$ cat config.mk
export PLATFORM = sky130hd
export DESIGN_NAME = vga_plotter_flat
export DESIGN_NICKNAME = d
export VERILOG_FILES = /design/src/rtl/vga_plot_pkg.sv /design/src/rtl/vga_plotter_if.sv /design/src/rtl/plot_cmd_fifo.sv /design/src/rtl/vga_plotter.sv /design/src/flat_wrapper.sv
export SDC_FILE = /design/constraint.sdc
export NUM_CORES = 1
export LEC_CHECK = 0
export ABC_AREA = 1
export BUFFER_PORTS_ARGS = -buffer_cell sky130_fd_sc_hd__buf_4
export CAP_MARGIN = 0
export CORE_UTILIZATION = 53
export CTS_CLUSTER_SIZE = 40
export DETAILED_ROUTE_END_ITERATION = 10
export GPL_ROUTABILITY_DRIVEN = 0
export PLACE_DENSITY = 0.79
export SKIP_CTS_REPAIR_TIMING = 1
export SYNTH_ARGS = -nofsm -noshare
export SYNTH_HDL_FRONTEND = slang
export SYNTH_SLANG_ARGS = --single-unit
$ cat constraint.sdc
create_clock -name clk -period 3.1 [get_ports clk]
set_input_delay 0.31 -clock clk [delete_from_list [all_inputs] [get_ports clk]]
set_output_delay 0.31 -clock clk [all_outputs]
set_load 0.02 [all_outputs]
$ cat src/rtl/vga_plot_pkg.sv
// vga_plot_pkg: shared widths, opcodes, command struct and FSM states for the plotter.
package vga_plot_pkg;
    localparam int XW = 8;
    localparam int YW = 7;
    localparam int CW = 3;
    localparam logic [1:0] OP_PIXEL = 2'b00;
    localparam logic [1:0] OP_RECT  = 2'b01;
    localparam logic [1:0] OP_CLEAR = 2'b10;
    localparam logic [1:0] OP_NOP   = 2'b11;
    typedef struct packed {
        logic [1:0]    op;
        logic [XW-1:0] x;
        logic [YW-1:0] y;
        logic [XW-1:0] w;
        logic [YW-1:0] h;
        logic [CW-1:0] colour;
    } plot_cmd_t;
    typedef enum logic [1:0] {S_IDLE, S_PIXEL, S_SCAN} state_t;
endpackage

$ cat src/rtl/vga_plotter_if.sv
// vga_plotter_if: command handshake from the CPU side plus the plot stream to the VGA adapter.
interface vga_plotter_if;
    import vga_plot_pkg::*;
    logic          cmd_valid;
    logic          cmd_ready;
    logic [1:0]    cmd_op;
    logic [XW-1:0] cmd_x;
    logic [YW-1:0] cmd_y;
    logic [XW-1:0] cmd_w;
    logic [YW-1:0] cmd_h;
    logic [CW-1:0] cmd_colour;
    logic [XW-1:0] x;
    logic [YW-1:0] y;
    logic [CW-1:0] colour;
    logic          plot;
    logic          busy;
    modport master (
        output cmd_valid, cmd_op, cmd_x, cmd_y, cmd_w, cmd_h, cmd_colour,
        input  cmd_ready, x, y, colour, plot, busy
    );
    modport slave (
        input  cmd_valid, cmd_op, cmd_x, cmd_y, cmd_w, cmd_h, cmd_colour,
        output cmd_ready, x, y, colour, plot, busy
    );
endinterface

$ cat src/rtl/plot_cmd_fifo.sv
// plot_cmd_fifo: command FIFO with wrap-bit read/write pointers.
module plot_cmd_fifo
    import vga_plot_pkg::*;
#(
    parameter int unsigned DEPTH = 4
) (
    input  logic      clk,
    input  logic      reset,
    input  logic      push_i,
    input  logic      pop_i,
    input  plot_cmd_t din_i,
    output plot_cmd_t dout_o,
    output logic      full_o,
    output logic      empty_o
);
    localparam int AW = $clog2(DEPTH);
    plot_cmd_t mem_q [DEPTH];
    logic [AW:0] wptr_q, rptr_q;
    logic push, pop;
    assign push    = push_i && !full_o;
    assign pop     = pop_i && !empty_o;
    assign empty_o = wptr_q == rptr_q;
    assign full_o  = (wptr_q[AW] != rptr_q[AW]) && (wptr_q[AW-1:0] == rptr_q[AW-1:0]);
    assign dout_o  = mem_q[rptr_q[AW-1:0]];
    always_ff @(posedge clk) begin
        if (push) mem_q[wptr_q[AW-1:0]] <= din_i;
    end
    always_ff @(posedge clk or negedge reset) begin
        if (!reset) begin
            wptr_q <= '0;
            rptr_q <= '0;
        end else begin
            if (push) wptr_q <= wptr_q + (AW+1)'(1);
            if (pop)  rptr_q <= rptr_q + (AW+1)'(1);
        end
    end
endmodule

$ cat src/rtl/vga_plotter.sv
// vga_plotter: turns queued pixel/rect/clear commands into a one-pixel-per-cycle plot stream.
module vga_plotter
    import vga_plot_pkg::*;
#(
    parameter int unsigned XMAX       = 159,
    parameter int unsigned YMAX       = 119,
    parameter int unsigned FIFO_DEPTH = 4
) (
    input  logic         clk,
    input  logic         reset,
    vga_plotter_if.slave bus
);
    localparam logic [XW-1:0] XM  = XW'(XMAX);
    localparam logic [YW-1:0] YM  = YW'(YMAX);
    localparam logic [8:0]    XM9 = 9'(XMAX);
    localparam logic [8:0]    YM9 = 9'(YMAX);
    plot_cmd_t cmd_in, head;
    logic full, empty, pop;
    state_t state_q;
    logic [XW-1:0] x_q, xc_q, x0_q, xe_q, xe_d;
    logic [YW-1:0] y_q, yc_q, ye_q, ye_d;
    logic [CW-1:0] colour_q, col_q;
    logic plot_q, pix_ok_q;
    logic [8:0] xs9, ys9;
    logic in_range, rect_empty;

    assign cmd_in = '{op: bus.cmd_op, x: bus.cmd_x, y: bus.cmd_y, w: bus.cmd_w,
                      h: bus.cmd_h, colour: bus.cmd_colour};
    assign pop    = (state_q == S_IDLE) && !empty;

    plot_cmd_fifo #(.DEPTH(FIFO_DEPTH)) u_fifo (
        .clk     (clk),
        .reset   (reset),
        .push_i  (bus.cmd_valid && !full),
        .pop_i   (pop),
        .din_i   (cmd_in),
        .dout_o  (head),
        .full_o  (full),
        .empty_o (empty)
    );

    // 9-bit end coordinates so x+w-1 cannot wrap before clipping
    always_comb begin
        xs9        = {1'b0, head.x} + {1'b0, head.w} - 9'd1;
        ys9        = {2'b0, head.y} + {2'b0, head.h} - 9'd1;
        xe_d       = (xs9 > XM9) ? XM : xs9[XW-1:0];
        ye_d       = (ys9 > YM9) ? YM : ys9[YW-1:0];
        in_range   = (head.x <= XM) && (head.y <= YM);
        rect_empty = (head.w == '0) || (head.h == '0) || !in_range;
    end

    assign bus.cmd_ready = !full;
    assign bus.x         = x_q;
    assign bus.y         = y_q;
    assign bus.colour    = colour_q;
    assign bus.plot      = plot_q;
    assign bus.busy      = !empty || (state_q != S_IDLE) || plot_q;

    always_ff @(posedge clk or negedge reset) begin
        if (!reset) begin
            state_q  <= S_IDLE;
            x_q      <= '0;
            y_q      <= '0;
            colour_q <= '0;
            plot_q   <= 1'b0;
            xc_q     <= '0;
            yc_q     <= '0;
            x0_q     <= '0;
            xe_q     <= '0;
            ye_q     <= '0;
            col_q    <= '0;
            pix_ok_q <= 1'b0;
        end else begin
            case (state_q)
                S_IDLE: begin
                    plot_q <= 1'b0;
                    if (!empty) begin
                        col_q <= head.colour;
                        case (head.op)
                            OP_PIXEL: begin
                                xc_q     <= head.x;
                                yc_q     <= head.y;
                                pix_ok_q <= in_range;
                                state_q  <= S_PIXEL;
                            end
                            OP_RECT: begin
                                xc_q <= head.x;
                                x0_q <= head.x;
                                yc_q <= head.y;
                                xe_q <= xe_d;
                                ye_q <= ye_d;
                                if (!rect_empty) state_q <= S_SCAN;
                            end
                            OP_CLEAR: begin
                                xc_q    <= '0;
                                x0_q    <= '0;
                                yc_q    <= '0;
                                xe_q    <= XM;
                                ye_q    <= YM;
                                state_q <= S_SCAN;
                            end
                            default: ;
                        endcase
                    end
                end
                S_PIXEL: begin
                    plot_q  <= pix_ok_q;
                    state_q <= S_IDLE;
                    if (pix_ok_q) begin
                        x_q      <= xc_q;
                        y_q      <= yc_q;
                        colour_q <= col_q;
                    end
                end
                S_SCAN: begin
                    plot_q   <= 1'b1;
                    x_q      <= xc_q;
                    y_q      <= yc_q;
                    colour_q <= col_q;
                    if (xc_q == xe_q) begin
                        xc_q <= x0_q;
                        yc_q <= yc_q + YW'(1);
                        if (yc_q == ye_q) state_q <= S_IDLE;
                    end else begin
                        xc_q <= xc_q + XW'(1);
                    end
                end
                default: state_q <= S_IDLE;
            endcase
        end
    end
endmodule

$ cat src/flat_wrapper.sv
// flat-port wrapper written by rule: the top's interface ports become plain ports
module vga_plotter_flat import vga_plot_pkg::*;
#(
    parameter int unsigned XMAX       = 159,
    parameter int unsigned YMAX       = 119,
    parameter int unsigned FIFO_DEPTH = 4
)
  (clk, reset, bus_cmd_valid, bus_cmd_op, bus_cmd_x, bus_cmd_y, bus_cmd_w, bus_cmd_h, bus_cmd_colour, bus_cmd_ready, bus_x, bus_y, bus_colour, bus_plot, bus_busy);
  vga_plotter_if bus_i ();
  input  logic clk;
  input  logic reset;
  input wire logic [$bits(bus_i.cmd_valid)-1:0] bus_cmd_valid;
  input wire logic [$bits(bus_i.cmd_op)-1:0] bus_cmd_op;
  input wire logic [$bits(bus_i.cmd_x)-1:0] bus_cmd_x;
  input wire logic [$bits(bus_i.cmd_y)-1:0] bus_cmd_y;
  input wire logic [$bits(bus_i.cmd_w)-1:0] bus_cmd_w;
  input wire logic [$bits(bus_i.cmd_h)-1:0] bus_cmd_h;
  input wire logic [$bits(bus_i.cmd_colour)-1:0] bus_cmd_colour;
  output wire logic [$bits(bus_i.cmd_ready)-1:0] bus_cmd_ready;
  output wire logic [$bits(bus_i.x)-1:0] bus_x;
  output wire logic [$bits(bus_i.y)-1:0] bus_y;
  output wire logic [$bits(bus_i.colour)-1:0] bus_colour;
  output wire logic [$bits(bus_i.plot)-1:0] bus_plot;
  output wire logic [$bits(bus_i.busy)-1:0] bus_busy;
  assign bus_i.cmd_valid = bus_cmd_valid;
  assign bus_i.cmd_op = bus_cmd_op;
  assign bus_i.cmd_x = bus_cmd_x;
  assign bus_i.cmd_y = bus_cmd_y;
  assign bus_i.cmd_w = bus_cmd_w;
  assign bus_i.cmd_h = bus_cmd_h;
  assign bus_i.cmd_colour = bus_cmd_colour;
  assign bus_cmd_ready = bus_i.cmd_ready;
  assign bus_x = bus_i.x;
  assign bus_y = bus_i.y;
  assign bus_colour = bus_i.colour;
  assign bus_plot = bus_i.plot;
  assign bus_busy = bus_i.busy;
  vga_plotter #(.XMAX(XMAX), .YMAX(YMAX), .FIFO_DEPTH(FIFO_DEPTH)) u_core (.clk(clk), .reset(reset), .bus(bus_i));
endmodule
==> impl_metrics.tcl <==
set metrics [dict create \
    run_status "complete, but fails checks" \
    violations "negative setup slack" \
    start_util 0.5423 \
    drive_above_1_share 0.2313 \
    worstPathArrival_ps 3520 \
    rrSetupSlack_ps -20 \
    timing.fmax_mhz 320.9 \
    wirelength_um 24750 \
    worstPathMaxFanout 17 \
    core-area_sq_um 18770 \
    post-route-drc-count 0 \
    path_class "flip-flop to flip-flop" \
    cts_buffers 21 \
    hold_depth 1 \
    setup_viol 3 \
    num_vias 7647 \
    worstReg2RegEnd "u_core.xe_q[3]" \
    hold_violations 0 \
    synthFlopType "edfxtp_1" \
    clock_latency_ps 510 \
    grt-ovfl-total 0 \
    ys_async_sr_fraction 0.3301 \
    n_antenna_cell 0 \
    syn-cell-area_sq_um 10180 \
    synth-edff-count 140 \
    reg2reg_from "u_core.u_fifo.rptr_q[0]" \
    register_area_sq_um 5933 \
    grt_max_degree 70 \
    hold_ws_ps 3.855 \
    hold_path.class "primary input to flip-flop" \
    min_period_ps 3117 \
    crit_path_end_kind "flip-flop" \
    die_area_sq_um 19760 \
    syn_area_per_cell_sq_um 10.28 \
    clock_path_buffers 3 \
    yosysWarnings 0 \
    first_pass_iters 5 \
    grt_pass1_wl_um 34560 \
    stdcell_count 1354 \
    rr_worst_depth 17 \
    die_width_um 140.6 \
    dp.cells 1272 \
    routed_via_density 5.648 \
    avgRoutedWirePerCell_um 18.28 \
    ctsRootBufferMaster "clkbuf_16" \
    worst_slew_pin_slew_ps 893.4 \
    multi_input_area_sq_um 3876 \
    drtIter0Drc 584 \
    io_buffers 58 \
    ys_seq_area_frac 0.5827 \
    final_common_cell "nand2_1" \
    rsz0062_at_grt "true" \
    fin_skew_ps 15.08 \
    final_nets 1185 \
    synth_cells 990 \
    cts_sinks 209 \
    slew_headroom 0.4044 \
    period_share 1.005 \
    antenna_found_initial 0 \
    grt_pass1_vias 6864 \
    cp-start-kind "flip-flop" \
    cap_violations 0 \
    slew_viol_final 0 \
    num_rows 50 \
    min_from "bus_cmd_w[5]" \
    grt_usage 0.2227 \
    area_delta_synth_final_pct 21.88 \
    synth-seq-cells 209 \
    ios 59 \
    dp_hpwl_um 14130 \
    die_y_um 140.6 \
    ant_nets 0 \
    ys_types 48 \
    cts_tree "yes" \
    post-route-util 0.6610 \
    synth_fp_nets 1069 \
    htree_num_levels 1 \
    layout_setup_ws_ps -16.67 \
    hold_end "u_core.u_fifo.mem_q[2][15]" \
    clk_pin_slew_ps 70 \
    fillers 1302 \
    final_cell_mix "nand2_1, edfxtp_1, inv_1" \
    required_ps 3500 \
]
-- cells by family after synthesis --
family | Yosys count | share of synthesized area
xor+xnor | 24 | 0.02065
fa+ha+maj | 41 | 0.05187
buf+inv | 145 | 0.06429
mux | 9 | 0.009957
flops | 209 | 0.5827
simple gates | 391 | 0.1667
compound gates | 171 | 0.1039
-- cell usage after synthesis (2+ instances only) --
cell	number	area (sq um)
nor3_1	4	20.02
o22a_1	8	70.07
a32o_1	6	60.06
buf_6	9	101.4
o21ai_2	4	35.03
o21ai_1	10	50.05
edfxtp_1	140	4204
o211ai_1	3	22.52
o22ai_1	12	75.07
a21oi_1	43	215.2
buf_4	6	45.04
ha_1	39	488.0
dfrtp_1	69	1727
a22oi_1	2	15.01
nand2_2	5	31.28
a21oi_4	3	48.80
nand3_1	55	275.3
o21ai_0	66	330.3
a32oi_1	2	17.52
nor3_2	2	20.02
mux2_2	9	101.4
nand4_1	9	56.30
clkbuf_1	4	15.01
nor2_2	7	43.79
nor2_1	82	307.8
inv_2	12	45.04
or2_2	5	31.28
fa_1	2	40.04
xor2_1	19	166.4
inv_1	98	367.9
buf_2	16	80.08
xnor2_1	5	43.79
a2bb2oi_1	3	26.28
a31oi_2	2	25.02
nand2_1	213	799.5
o22ai_2	2	25.02
nand2_4	3	33.78
-- critical path, cell delays in order (launching register included) --
cell and delay (ps):
dfrtp_2 480, buf_6 140, buf_12 130, nand2_1 60, a32o_1 330, ha_1 340
inv_1 60, ha_1 360, a21oi_2 160, nand2_2 80, a21oi_2 130, o21bai_1 80
xor2_1 160, buf_4 150, o21ai_4 100, nand3_2 100, nand2_1 80, inv_1 40
-- stage by stage --
stage          cell area (sq um)  setup WS (ps)  TNS (ps)
6_report                   12410         -16.67    -33.37
5_1_grt                    12410         -152.4     -1761
4_1_cts                    11580         -28.53    -161.6
3_5_place_dp               10950         -2.401    -4.176
3_3_place_gp               10950          33.01         0
2_1_floorplan              10180         -2.294    -240.8
-- worst max-delay path by stage --
stage | to | slack (ps) | from
floorplan | u_core.u_fifo.mem_q[0][0] | -2 | u_core.u_fifo.wptr_q[2]
global placement | u_core.ye_q[1] | 30 | u_core.u_fifo.rptr_q[1]
detailed placement | u_core.ye_q[2] | -2 | u_core.u_fifo.rptr_q[1]
CTS | u_core.ye_q[5] | -30 | u_core.u_fifo.rptr_q[1]
global route | u_core.xe_q[4] | -150 | u_core.u_fifo.rptr_q[0]
finish | u_core.xe_q[3] | -20 | u_core.u_fifo.rptr_q[0]
-- registers in the layout, summed over array words and instances, names as in the netlist --
signal	count
u_core.bus.y	7
u_core.u_fifo.wptr_q	3
u_core.pix_ok_q	1
u_core.x0_q	8
u_core.bus.plot	1
u_core.bus.colour	3
u_core.state_q	2
u_core.yc_q	7
u_core.u_fifo.rptr_q	3
u_core.col_q	3
u_core.ye_q	7
u_core.u_fifo.mem_q	140
u_core.bus.x	8
u_core.xe_q	8
u_core.xc_q	8
-- area by class of cell --
cell class,count,share of cell area
Sequential cell,209,0.4783
Tap cell,234,0.02360
Inverter,110,0.03470
Timing Repair Buffer,128,0.09985
Clock buffer,25,0.04357
Clock inverter,12,0.007564
Multi-Input combinational cell,636,0.3125
-- routing by layer --
metal  share of wire  up-vias  routed length [um]  track usage
met1            0.41     3635               10140       0.2985
met3           0.072       71                1774      0.04008
met5               0        -                   0            0
met4           0.037        0                 925      0.07094
met2            0.48      352               11910       0.3708
li1                -     3589                   -            -
Power is not shown: default switching activity piles up to over one toggle a cycle in this logic, so the estimate is an artifact.
